==> src/rtl/lr35902_dma_pkg.sv <==
// Shared gb constants for the OAM DMA engine: transfer geometry, page ranges
// and the DMA FSM state encoding.
package lr35902_dma_pkg;

  localparam int DMA_LEN      = 160;
  localparam int START_CYCLES = 4;

  localparam logic [7:0] VRAM_PAGE_LO = 8'h80;
  localparam logic [7:0] VRAM_PAGE_HI = 8'h9F;
  localparam logic [7:0] ECHO_PAGE    = 8'hE0;
  localparam logic [7:0] ECHO_OFFSET  = 8'h20;

  localparam logic [1:0] ST_IDLE  = 2'd0;
  localparam logic [1:0] ST_START = 2'd1;
  localparam logic [1:0] ST_XFER  = 2'd2;

  // Echo RAM (0xE000 and up) mirrors work RAM 0x2000 lower.
  function automatic logic [7:0] fold_page(input logic [7:0] page);
    return (page >= ECHO_PAGE) ? page - ECHO_OFFSET : page;
  endfunction

  function automatic logic is_vram_page(input logic [7:0] page);
    return (page >= VRAM_PAGE_LO) && (page <= VRAM_PAGE_HI);
  endfunction

endpackage

==> src/rtl/lr35902_dma.sv <==
// OAM DMA engine behind register FF46: copies 160 bytes from {page, 0x00}
// into OAM, one byte every 4 clocks, after a 4-clock start-up delay.
module lr35902_dma
  import lr35902_dma_pkg::*;
(
  input  logic        clk,
  input  logic        reset,
  input  logic        reg_write,
  input  logic [7:0]  reg_din,
  output logic [7:0]  reg_dout,
  output logic        active,
  output logic        drv_ext,
  output logic [15:0] adr_rd,
  output logic        rd,
  input  logic [7:0]  data_rd,
  output logic [7:0]  adr_wr,
  output logic        wr,
  output logic [7:0]  data_wr,
  output logic [1:0]  dbg_state
);

  localparam logic [1:0] START_LAST = 2'(START_CYCLES - 1);
  localparam logic [7:0] LAST_INDEX = 8'(DMA_LEN - 1);

  logic [1:0] state;
  logic [7:0] page;
  logic [7:0] index;
  logic [1:0] phase;
  logic [7:0] buffer;
  logic       armed;
  logic [7:0] page_eff;
  logic       xfer;

  // Source handshake: rd is held in phases 0 and 1 with a stable address;
  // data_rd follows one clock behind rd, so it is sampled at the end of phase 2.
  always_ff @(posedge clk or posedge reset) begin
    if (reset) begin
      state  <= ST_IDLE;
      page   <= 8'h00;
      index  <= 8'h00;
      phase  <= 2'd0;
      buffer <= 8'h00;
      armed  <= 1'b0;
    end else begin
      armed <= 1'b1;
      // armed is low only on the first edge after reset release, so a write
      // landing on that edge is dropped.
      if (reg_write && armed) begin
        page  <= reg_din;
        state <= ST_START;
        index <= 8'h00;
        phase <= 2'd0;
      end else begin
        case (state)
          ST_START: begin
            phase <= phase + 2'd1;
            if (phase == START_LAST) begin
              state <= ST_XFER;
            end
          end
          ST_XFER: begin
            phase <= phase + 2'd1;
            if (phase == 2'd2) begin
              buffer <= data_rd;
            end
            if (phase == 2'd3) begin
              if (index == LAST_INDEX) begin
                state <= ST_IDLE;
                index <= 8'h00;
              end else begin
                index <= index + 8'd1;
              end
            end
          end
          default: state <= ST_IDLE;
        endcase
      end
    end
  end

  assign page_eff  = fold_page(page);
  assign xfer      = (state == ST_XFER);

  assign reg_dout  = page;
  assign active    = (state != ST_IDLE);
  assign drv_ext   = xfer && !is_vram_page(page_eff);
  assign rd        = xfer && (phase == 2'd0 || phase == 2'd1);
  assign adr_rd    = {page_eff, index};
  assign wr        = xfer && (phase == 2'd3);
  assign adr_wr    = index;
  assign data_wr   = buffer;
  assign dbg_state = state;

endmodule

==> config.mk <==
export PLATFORM = sky130hd
export DESIGN_NAME = lr35902_dma
export DESIGN_NICKNAME = d
export VERILOG_FILES = /design/src/rtl/lr35902_dma_pkg.sv /design/src/rtl/lr35902_dma.sv
export SDC_FILE = /design/constraint.sdc
export NUM_CORES = 1
export LEC_CHECK = 0
export BUFFER_PORTS_ARGS = -buffer_cell sky130_fd_sc_hd__clkbuf_2
export CAP_MARGIN = 20
export CORE_UTILIZATION = 47
export DETAILED_ROUTE_END_ITERATION = 12
export PLACE_DENSITY = 0.86
export SYNTH_ARGS = -nofsm -noshare
export SYNTH_HDL_FRONTEND = slang
export SYNTH_SLANG_ARGS = --single-unit
==> constraint.sdc <==
create_clock -name clk -period 1.7 [get_ports clk]
set_input_delay 0.34 -clock clk [delete_from_list [all_inputs] [get_ports clk]]
set_output_delay 0.34 -clock clk [all_outputs]
set_load 0.02 [all_outputs]
==> metrics.md, run 1 <==
| Metric | Value |
|---|---|
| Status | complete, but fails checks |
| Failing checks | setup timing |
| Via density | 4.97 |
| Slowest cell on the critical path | dfrtp_2 |
| Drt initial violations | 36 |
| Reg-to-reg endpoint | data_wr[1]$_DFFE_PP0P_ |
| WL final | 3.55 mm |
| Worst-Skew Late Latency | 340 ps |
| Count of antenna diodes in the layout | 0 |
| Gpl congestion | 0.743 |
| Routed wire per std cell | 13.3 µm |
| Max Freq | 0.531 GHz |
| Worst min path class | in2async |
| Core area | 3030 µm² |
| Detailed placement HPWL | 2.41 mm |
| Post-synthesis instance total | 150 |
| Max Clock Skew | 10.9 ps |
| CP arrival | 1540 ps |
| CTS Buf Count | 5 |
| Final nets | 250 |
| Largest net degree at the start of global routing | 18 |
| Tot Pwr | 2120 µW |
| Met3 usage | 5.71% |
| Die Wd | 58.4 µm |
| Psw | 760 µW |
| CTS Root Cell | clkbuf_4 |
| Largest area contributor in the synthesized netlist | dfrtp_1 |
| Flop pwr share | 41.5% |
| Design Area, Final | 2120 µm² |
| Top post-synthesis cells by area | dfrtp_1 (49%), ha_1 (7.5%), nand2_1 (7.3%) |
| Gr usage total | 21.6% |
| Fin crit period | 1880 ps |
| Setup TNS | -329 ps |
| Power per Cell Area | 999 nW/µm² |
| CP bufs+invs | 2 |
| Avg Inst Size Synth | 9.95 µm² |
| Tightest Pin Transition | 557 ps |
| Net Count, Synth | 178 |
| WS Path Type | reg2out |
| Clock share of power | 21.1% |
| Port bufs | 64 |
| Final setup margin | -182 ps |
| Synthesized cell area | 1490 µm² |
| Routed Antenna Nets | 0 |
| Area of placed instances | 1890 µm² |
| GRT Residual Overflow | 0 |
| Fin util | 70.0% |
| Area grow syn2layout | 42.0% |
| First-pass GRT wire length | 5.40 mm |
| Lkg Pwr | 0.00113 µW |
| Num ports | 65 |
| Reg-to-Reg Start | phase[0]$_DFFE_PP0P_ |
| Most used routing layer | met2 |
| Synthesized flop and latch total | 29 |
| Max-Cap Viols | 0 |
| Row count | 20 |
| Fin crit share | 111% |
| CTS Sinks | 29 |
| Die footprint | 3410 µm² |
| Die height | 58.4 µm |
| Layout cells sized above 1 | 55.6% |
| Top Family by Delay on Critical Path | flip-flops |
| Met2 usage | 35.3% |
| Final-report setup violation count | 3 |
| Layout fillers | 243 |
| Sw frac | 35.9% |
| Initial antenna violation count | 0 |
| Int Pwr | 1360 µW |
| Slew Limit Fails | 0 |
| Seq/Total Area, Yosys | 48.6% |
| CTS tree | done |
| Critical Path, Cell by Cell | inv_4 -> ha_4 -> a31oi_4 -> nor3b_2 -> nor2_2 -> clkbuf_8 |
| Final hold violation count | 0 |
| Worst setup EP type | primary output |
| Comb power frac | 37.4% |
| Relative slew slack | 62.8% |
| Clk buf depth | 2 |
| Reg clk slew, reported paths | 100 ps |
| Reg2reg path depth | 5 |
| DR vias | 1,326 |
| Worst R2R Setup Slack | 110 ps |
| Synth warn | 0 |
| Critical Path Fanout Max | 3 |
| Detailed Routing Iterations Pass 1 | 4 |
| # DRC | 0 |
| Slowest stage delay, CP | 390 ps |
| Synth cell types | 31 |
| H-Tree Depth | 2 |
| Type of origin of the critical path | flop |
| Initial Util | 49.3% |
| RSZ-0062 raised after global routing | true |
| GR Util met1 | 26.3% |
| VDD IR max | 0.541 mV |
| Vias in the first global route | 1,220 |
| Worst Path Required | 1360 ps |
| Post-synth top area share | 48.6% |
-- layer usage --
metal	share of wire (%)	vias up
met5	0	-
li1	-	631
met1	41	631
met4	3.0	0
met2	50	52
met3	5.2	12
-- stage by stage --
step                hold WS [ps]  setup slack, ps  instances
finish                      21.1             -182        267
global route                50.6             -228        267
CTS                         34.1             -163        265
detailed placement           393             63.9        251
global placement             384              116        251
floorplan                    418            -35.4        150
-- worst max-delay path by stage --
| stage | startpoint | endpoint | slack [ps] | cells after the start |
|---|---|---|---|---|
| after global routing | reg_dout[5]$_DFFE_PP0P_ | drv_ext | -230 | 6 |
| final | reg_dout[5]$_DFFE_PP0P_ | drv_ext | -180 | 6 |
| after detailed placement | reg_dout[6]$_DFFE_PP0P_ | drv_ext | 60 | 6 |
| after floorplan | reg_dout[6]$_DFFE_PP0P_ | drv_ext | -40 | 5 |
| after CTS | reg_dout[5]$_DFFE_PP0P_ | drv_ext | -160 | 6 |
| after global placement | reg_dout[6]$_DFFE_PP0P_ | drv_ext | 120 | 6 |
-- sequential cells by signal, summed over array words and instances, names as in the netlist --
signal and count:
data_wr 8, adr_wr 8, reg_dout 8, phase 2, dbg_state 2, armed 1
-- cell usage after synthesis, drive strengths merged --
library cell	instances
nor2	10
buf	14
a21oi	3
dfrtp	29
a41oi	1
nand4	3
o221a	1
and3	3
and4bb	1
o21ai	4
a311oi	1
xnor2	2
nor2b	1
conb	1
a21boi	1
mux2i	2
nand2	29
or3	1
mux2	8
nor3b	1
nand3	3
inv	11
clkinv	1
xor2	2
ha	9
and2	1
clkbuf	2
a31oi	5
-- layout make-up --
class	instances	area (µm²)	area share [%]
timing repair buffer	81	493	23.3
tap	44	55.1	2.60
clock buffer	8	58.8	2.77
inverter	12	55.1	2.60
multi-input combinational	93	726	34.2
sequential	29	732	34.5
-- worst register-to-register path, delay by kind of cell, from the launching register on --
kind                     cells  cell delay, ps
adder cells (fa/ha/maj)      1             170
buffers and inverters        2             190
flip-flops                   1             450
multiplexers                 1             360
AND/OR/NAND/NOR              1             300
-- cells by family after synthesis --
family / count (synthesis) / synth area share [%]
AND/OR/NAND/NOR: 53 / 16.6
flip-flops: 29 / 48.6
buffers and inverters: 28 / 10.4
AO/OA/AOI/OAI: 16 / 6.87
multiplexers: 10 / 7.38
adder cells (fa/ha/maj): 9 / 7.54
XOR/XNOR: 4 / 2.35
other: 1 / 0.251
-- layout by cell type, fill, tap and decap left out, types with 4 or more instances in the layout --
master    Yosys  layout
o21ai_0       4       4
buf_4        13      14
inv_2         0       4
dfrtp_2       0       5
nand2_1      29      28
clkbuf_2      0      61
mux2_2        8       8
clkbuf_4      0       5
inv_1        11       5
ha_4          0       5
dfrtp_1      29      24
ha_1          9       4
nor2_1       10       7
-- power groups by stage --
stage	clock (µW)	combinational, µW	sequential (µW)
finish	447	793	878
global route	488	865	892
CTS	447	697	861
detailed placement	0	586	882
global placement	0	570	872
floorplan	0	307	968
-- repair_timing --
| action | CTS | global route |
|---|---|---|
| hold buffers | 0 | 0 |
| endpoints found under the setup margin | 5 | 13 |
| buffers inserted | 6 | 2 |
| gates resized for setup | 19 | 17 |
| pin swaps | 5 | 3 |
(Power assumes the default switching activity.)
==> inputs of run 2 (changes only) <==
--- a/config.mk
+++ b/config.mk
@@ -9,7 +9,9 @@
 export CAP_MARGIN = 20
 export CORE_UTILIZATION = 47
 export DETAILED_ROUTE_END_ITERATION = 12
+export MAX_ROUTING_LAYER = met4
 export PLACE_DENSITY = 0.86
+export SETUP_SLACK_MARGIN = 0.1
 export SYNTH_ARGS = -nofsm -noshare
 export SYNTH_HDL_FRONTEND = slang
 export SYNTH_SLANG_ARGS = --single-unit
==> run 2 against run 1 <==
The run still ends with setup timing left. Combinational power up 20%. Cell count up 3.7%. Via count up 4.9%. Highest routed layer unchanged. Sequential power down 0.6%. Core utilization up 5.6 points. Sequential share of layout area down 2.6 points. Maximum frequency up 1.8%. Non-clock buffer count up 10. Clock-buffer cell count unchanged. Register-to-register slack about the same.
==> metrics.md, run 2 (synthesis gave the netlist of run 1 again) <==
| Metric | Value |
|---|---|
| Status | complete, but fails checks |
| Failing checks | setup timing |
| First-pass GRT wire length | 5.88 mm (+9.0%) |
| Int Pwr | 1450 µW (+7.0%) |
| WL final | 4.01 mm (+13%) |
| Max Clock Skew | 7.78 ps (-3.10 ps) |
| Top Family by Delay on Critical Path | flip-flops |
| CTS Sinks | 29 (unchanged) |
| Core area | 3030 µm² (unchanged) |
| Count of antenna diodes in the layout | 0 (unchanged) |
| Area of placed instances | 1890 µm² (unchanged) |
| Die Wd | 58.4 µm (unchanged) |
| CP arrival | 1510 ps (-30 ps) |
| Via density | 5.02 (+1.1%) |
| CTS Root Cell | clkbuf_4 |
| Final hold violation count | 0 (unchanged) |
| Slowest stage delay, CP | 440 ps (+50 ps) |
| Type of origin of the critical path | flop |
| Initial antenna violation count | 0 (unchanged) |
| Setup TNS | -293 ps (+36.5 ps) |
| DR vias | 1,391 (+4.9%) |
| Critical Path Fanout Max | 3 (unchanged) |
| WS Path Type | reg2out |
| Worst Path Required | 1360 ps (about the same) |
| Worst min path class | in2async |
| Routed wire per std cell | 14.5 µm (+9.0%) |
| Largest net degree at the start of global routing | 18 (unchanged) |
| Worst setup EP type | primary output |
| Reg clk slew, reported paths | 90 ps (about the same) |
| Fin crit share | 109% (-1.9 points) |
| CP bufs+invs | 4 (+2) |
| Psw | 814 µW (+7.0%) |
| # DRC | 0 (unchanged) |
| Fin crit period | 1850 ps (-32.9 ps) |
| Detailed placement HPWL | 2.41 mm (unchanged) |
| Critical Path, Cell by Cell | inv_4 -> ha_4 -> a31oi_4 -> buf_4 -> buf_6 -> buf_8 |
| Final setup margin | -149 ps (+32.9 ps) |
| Drt initial violations | 47 (+31%) |
| Final nets | 260 (+4.0%) |
| Sw frac | 35.9% (about the same) |
| Most frequent cells in the layout | clkbuf_2 (57), nand2_1 (28), dfrtp_1 (25) |
| Initial Util | 49.3% (unchanged) |
| Power per Cell Area | 990 nW/µm² (-0.93%) |
| Commonest non-fill, non-tap cell in the layout | clkbuf_2 |
| Row count | 20 (unchanged) |
| Slowest cell on the critical path | dfrtp_2 |
| CTS tree | done |
| RSZ-0062 raised after global routing | true |
| Die footprint | 3410 µm² (unchanged) |
| Routed Antenna Nets | 0 (unchanged) |
| Vias in the first global route | 1,320 (+8.2%) |
| Worst-Skew Late Latency | 330 ps (about the same) |
| Tightest Pin Transition | 566 ps (+8.80 ps) |
| Final-report setup violation count | 2 (-1) |
| VDD IR max | 0.526 mV (-2.8%) |
| Layout cells sized above 1 | 58.8% (+3.2 points) |
| GRT Residual Overflow | 0 (unchanged) |
| Comb power frac | 41.8% (+4.4 points) |
| Port bufs | 64 (unchanged) |
| H-Tree Depth | 2 (unchanged) |
| Max Freq | 0.541 GHz (+1.8%) |
| Relative slew slack | 62.2% (-0.59 points) |
| Max-Cap Viols | 0 (unchanged) |
| Num ports | 65 (unchanged) |
| Post-CTS Hold Fix Bufs | 0 (unchanged) |
| CTS Buf Count | 5 (unchanged) |
| Flop pwr share | 38.5% (-3.0 points) |
| Design Area, Final | 2290 µm² (+8.0%) |
| Post-Place Cells | 251 (unchanged) |
| Area grow syn2layout | 53.4% |
| Slew Limit Fails | 0 (unchanged) |
| Detailed Routing Iterations Pass 1 | 4 (unchanged) |
| Clock share of power | 19.7% (-1.4 points) |
| Fin util | 75.6% (+5.6 points) |
| Gr usage total | 24.6% (+2.9 points) |
| Lkg Pwr | 0.00121 µW (+7.2%) |
| Clk buf depth | 2 (unchanged) |
| Gpl congestion | 0.753 (+1.3%) |
| Fin cells | 277 (+3.7%) |
| Die height | 58.4 µm (unchanged) |
## run 2: cell count changes in the layout (fill, tap and decap cells not counted), moves of 3 or more
cell / previous run / this run
clkbuf_2: 61 / 57
buf_6: 3 / 6
mux2_2: 8 / 0
mux2_4: 0 / 8
buf_4: 14 / 22
## run 2: final timing paths
kind	start	cells after the start	to	slack [ps]
worst min-delay path	reset	2	reg_dout[3]$_DFFE_PP0P_	30
worst max register to register	adr_wr[0]$_DFFE_PP0P_	5	dbg_state[0]$_DFFE_PP0P_	100
worst max-delay path	reg_dout[5]$_DFFE_PP0P_	6	adr_rd[14]	-150
max in group asynchronous	reset	3	phase[1]$_DFFE_PP0P_	1160
min in group clk	reg_din[2]	3	reg_dout[2]$_DFFE_PP0P_	190
worst min register to register	reg_dout[1]$_DFFE_PP0P_	2	reg_dout[1]$_DFFE_PP0P_	510
## run 2: area by class of cell
type / instances / area [µm²]
clock buffer: 8 / 58.8
fill: 206 / 738
inverter: 12 / 55.1
multi-input combinational: 93 / 786
sequential: 29 / 731
tap: 44 / 55.1
timing repair buffer: 91 / 604
## run 2: power by group through the flow
stage	Clock (µW)	Sequential [µW]	Combinational [µW]
CTS	447	862	785
global placement	0	872	570
finish	446	873	948
detailed placement	0	882	586
floorplan	0	968	307
global route	482	885	1020
## run 2: repair_timing
item | CTS | global route
pin swaps | 6 | 7
resized for setup | 31 | 31
setup buffers | 12 | 6
setup endpoints to repair | 13 | 9
## run 2: stage by stage
step / hold WS (ps) / power [µW] / setup WS (ps)
2_1_floorplan: 418 / 1280 / -35.4
3_3_place_gp: 384 / 1440 / 116
3_5_place_dp: 393 / 1470 / 63.9
4_1_cts: 34.1 / 2090 / -163
5_1_grt: 47.8 / 2390 / -206
6_report: 26.5 / 2270 / -149
## run 2: per-layer routing
layer / track usage [%] / vias to the layer above / share of wire [%]
li1: - / 651 / -
met1: 27.4 / 662 / 40
met2: 41.2 / 66 / 52
met3: 5.71 / 12 / 5.2
met4: 12.6 / 0 / 2.7
met5: - / - / 0
==> inputs of run 3 (changes only) <==
--- a/config.mk
+++ b/config.mk
@@ -5,9 +5,10 @@
 export SDC_FILE = /design/constraint.sdc
 export NUM_CORES = 1
 export LEC_CHECK = 0
+export ABC_AREA = 1
 export BUFFER_PORTS_ARGS = -buffer_cell sky130_fd_sc_hd__clkbuf_2
 export CAP_MARGIN = 20
-export CORE_UTILIZATION = 47
+export CORE_UTILIZATION = 48
 export DETAILED_ROUTE_END_ITERATION = 12
 export MAX_ROUTING_LAYER = met4
 export PLACE_DENSITY = 0.86
==> run 3 against run 2 <==
The flow still finishes with violations (setup timing). Cell count up 16%. Die area up 5.1%. Non-clock buffer count decreased by 7. First-iteration DRC count is 15% higher. Global-route usage rose by 0.36 points. Register-to-register slack improved by 180 ps. Critical path depth rose by 2. Synthesized cell count is 34% higher. Largest power group unchanged.
==> metrics.md, run 3 <==
| Metric | Value |
|---|---|
| Post-synth top area share | 45.2% (-3.4 points) |
| Fin util | 73.0% (-2.6 points) |
| Count of antenna diodes in the layout | 0 (unchanged) |
| GRT Residual Overflow | 0 (unchanged) |
| Tot Pwr | 2910 µW (+28%) |
| Row count | 20 (unchanged) |
| Design Area, Final | 2270 µm² (-1.0%) |
| Type of origin of the critical path | flop |
| Fin crit period | 1870 ps (+19.7 ps) |
| Area grow syn2layout | 41.2% |
| Gr usage total | 24.9% (+0.36 points) |
| CTS Sinks | 29 (unchanged) |
| Max Freq | 0.535 GHz (-1.1%) |
| Worst Path Required | 1360 ps (about the same) |
| CP arrival | 1530 ps (+20 ps) |
| RSZ-0062 raised after global routing | true |
| First-pass GRT wire length | 6.27 mm (+6.7%) |
| Final hold violation count | 0 (unchanged) |
| Most common cell in the netlist | nand2_1 |
| FFs w/ async S/R, synth | 100% (unchanged) |
| Critical path origin | reg_dout[6]$_DFFE_PP0P_ |
| Dominant synthesized flop cell | dfrtp_1 |
| Synthesized cell area | 1610 µm² (+7.5%) |
| Die footprint | 3580 µm² (+5.1%) |
| WS Path Type | reg2out |
| Setup TNS | -252 ps (+40.6 ps) |
| Largest area contributor in the synthesized netlist | dfrtp_1 |
| Avg Inst Size Synth | 7.99 µm² (-20%) |
| Final setup margin | -169 ps (-19.7 ps) |
| Commonest non-fill, non-tap cell in the layout | nand2_1 |
| Post-synth EDFFs | 0 (unchanged) |
| Max Clock Skew | 16.5 ps (+8.68 ps) |
| Synthesized flop and latch total | 29 (unchanged) |
| Die height | 59.8 µm (+2.5%) |
| Worst min path class | in2reg |
| Power per Cell Area | 1280 nW/µm² (+30%) |
| Num ports | 65 (unchanged) |
| Port bufs | 64 (unchanged) |
| Vias in the first global route | 1,514 (+15%) |
| CP Capture Point | drv_ext |
| Status | complete, but fails checks |
| Synth cell types | 23 (-26%) |
| Worst-Skew Late Latency | 330 ps (about the same) |
| Detailed placement HPWL | 2.52 mm (+4.6%) |
| # DRC | 0 (unchanged) |
| Via density | 4.83 (-3.7%) |
| Clk buf depth | 2 (unchanged) |
| Die Wd | 59.8 µm (+2.5%) |
| CTS Root Cell | clkbuf_4 |
| Slew Limit Fails | 0 (unchanged) |
| H-Tree Depth | 2 (unchanged) |
| Initial Util | 51.7% (+2.4 points) |
| CTS tree | done |
| Largest net degree at the start of global routing | 19 (+1) |
| Initial antenna violation count | 0 (unchanged) |
| Synth warn | 0 (unchanged) |
| DR vias | 1,547 (+11%) |
| Final nets | 304 (+17%) |
| Critical Path Fanout Max | 2 (-1) |
| Routed Antenna Nets | 0 (unchanged) |
| Net Count, Synth | 229 (+29%) |
| Max-Cap Viols | 0 (unchanged) |
| Final-report setup violation count | 2 (unchanged) |
| Area of placed instances | 1890 µm² (about the same) |
| CTS Buf Count | 5 (unchanged) |
| Post-Place Cells | 295 (+18%) |
| Reg-to-reg endpoint | dbg_state[0]$_DFFE_PP0P_ |
| VDD IR max | 0.952 mV (+81%) |
| Reg clk slew, reported paths | 100 ps (about the same) |
| Top cells by count, synth | nand2_1 (66), dfrtp_1 (29), inv_1 (19) |
| Drt initial violations | 54 (+15%) |
| Lkg Pwr | 0.00128 µW (+5.3%) |
| Failing checks | setup timing |
| Fin cells | 320 (+16%) |
| Routed wire per std cell | 12.3 µm (-15%) |
| Reg2reg path depth | 8 (+3) |
| Layout cells sized above 1 | 46.7% (-12 points) |
| Most frequent cells in the layout | nand2_1 (65), clkbuf_2 (57), dfrtp_1 (25) |
| Core area | 3100 µm² (+2.5%) |
| Worst R2R Setup Slack | 280 ps (+180 ps) |
| Seq/Total Area, Yosys | 45.2% (-3.4 points) |
| Detailed Routing Iterations Pass 1 | 4 (unchanged) |
| Reg-to-Reg Start | adr_wr[0]$_DFFE_PP0P_ |
| Gpl congestion | 0.848 (+13%) |
| Worst setup EP type | primary output |
| Fin crit share | 110% (+1.2 points) |
| Post-synthesis instance total | 201 (+34%) |
| Top post-synthesis cells by area | dfrtp_1 (45%), nand2_1 (15%), ha_1 (7.0%) |
| WL final | 3.95 mm (-1.5%) |
-- run 3: power breakdown --
part / internal (µW) / switching [µW]
clock network: 152 / 221
registers: 856 / 143
logic: 682 / 854
total: 1690 / 1220
-- run 3: how the worst min path moves through the flow --
stage | end | slack (ps) | startpoint | cells past startpoint
after floorplan | adr_wr[0]$_DFFE_PP0P_ | 420 | reset | 1
after global placement | reg_dout[3]$_DFFE_PP0P_ | 350 | reset | 2
after detailed placement | reg_dout[4]$_DFFE_PP0P_ | 350 | reset | 2
after CTS | reg_dout[7]$_DFFE_PP0P_ | 190 | reg_din[7] | 3
after global routing | reg_dout[7]$_DFFE_PP0P_ | 190 | reg_din[7] | 3
final | reg_dout[7]$_DFFE_PP0P_ | 200 | reg_din[7] | 3
-- run 3: critical path, stage by stage, from the launching register on --
cell      delay (ps)
dfrtp_1          380
inv_2             60
ha_4             260
inv_2             30
o21ai_2          120
nand2_1           80
nor2_2            90
nor2_2            40
clkbuf_8         140
-- run 3: cell families (layout without fill, tap and decap cells) --
kind of cell	count (synthesis)	after routing	share of synthesized area, %
adders and majority gates	9	9	7.01
AOI/OAI and AO/OA	11	11	3.43
xor gates and xnor gates	1	1	0.546
other	1	1	0.234
buffers and inverters	39	114	12.6
and+or+nand+nor	111	111	30.9
DFF	29	29	45.2
-- run 3: cell type report --
| class | count | area [µm²] |
|---|---|---|
| well taps | 44 | 55.1 |
| multi-input cells | 133 | 788 |
| flip-flops and latches | 29 | 731 |
| inverters | 23 | 91.3 |
| clock buffers | 6 | 41.3 |
| fillers | 253 | 837 |
| repair buffers | 84 | 554 |
| clock inverters | 1 | 5.00 |
-- run 3: metrics by stage --
step	setup WS [ps]	hold slack [ps]
floorplan	121	418
global placement	134	347
detailed placement	84.7	352
CTS	-186	189
global route	-237	191
finish	-169	199
-- run 3: what timing repair did --
| item | in CTS | in global routing |
|---|---|---|
| setup buffers | 12 | 5 |
| pin swaps | 8 | 2 |
| gates cloned | 0 | 0 |
| hold buffers | 1 | 0 |
| setup endpoints to repair | 5 | 13 |
| hold endpoints to repair | 11 | 0 |
| resized for setup | 36 | 15 |
-- run 3: layer usage --
layer  part of all wire (%)  vias up  global-route usage (%)  wire length, µm
met5                      0        -                       -                0
met4                   0.53        0                    5.32               21
met3                    5.2        4                    7.14              206
met2                     56       62                    45.6             2210
met1                     38      726                    26.5             1510
li1                       -      755                       -                -
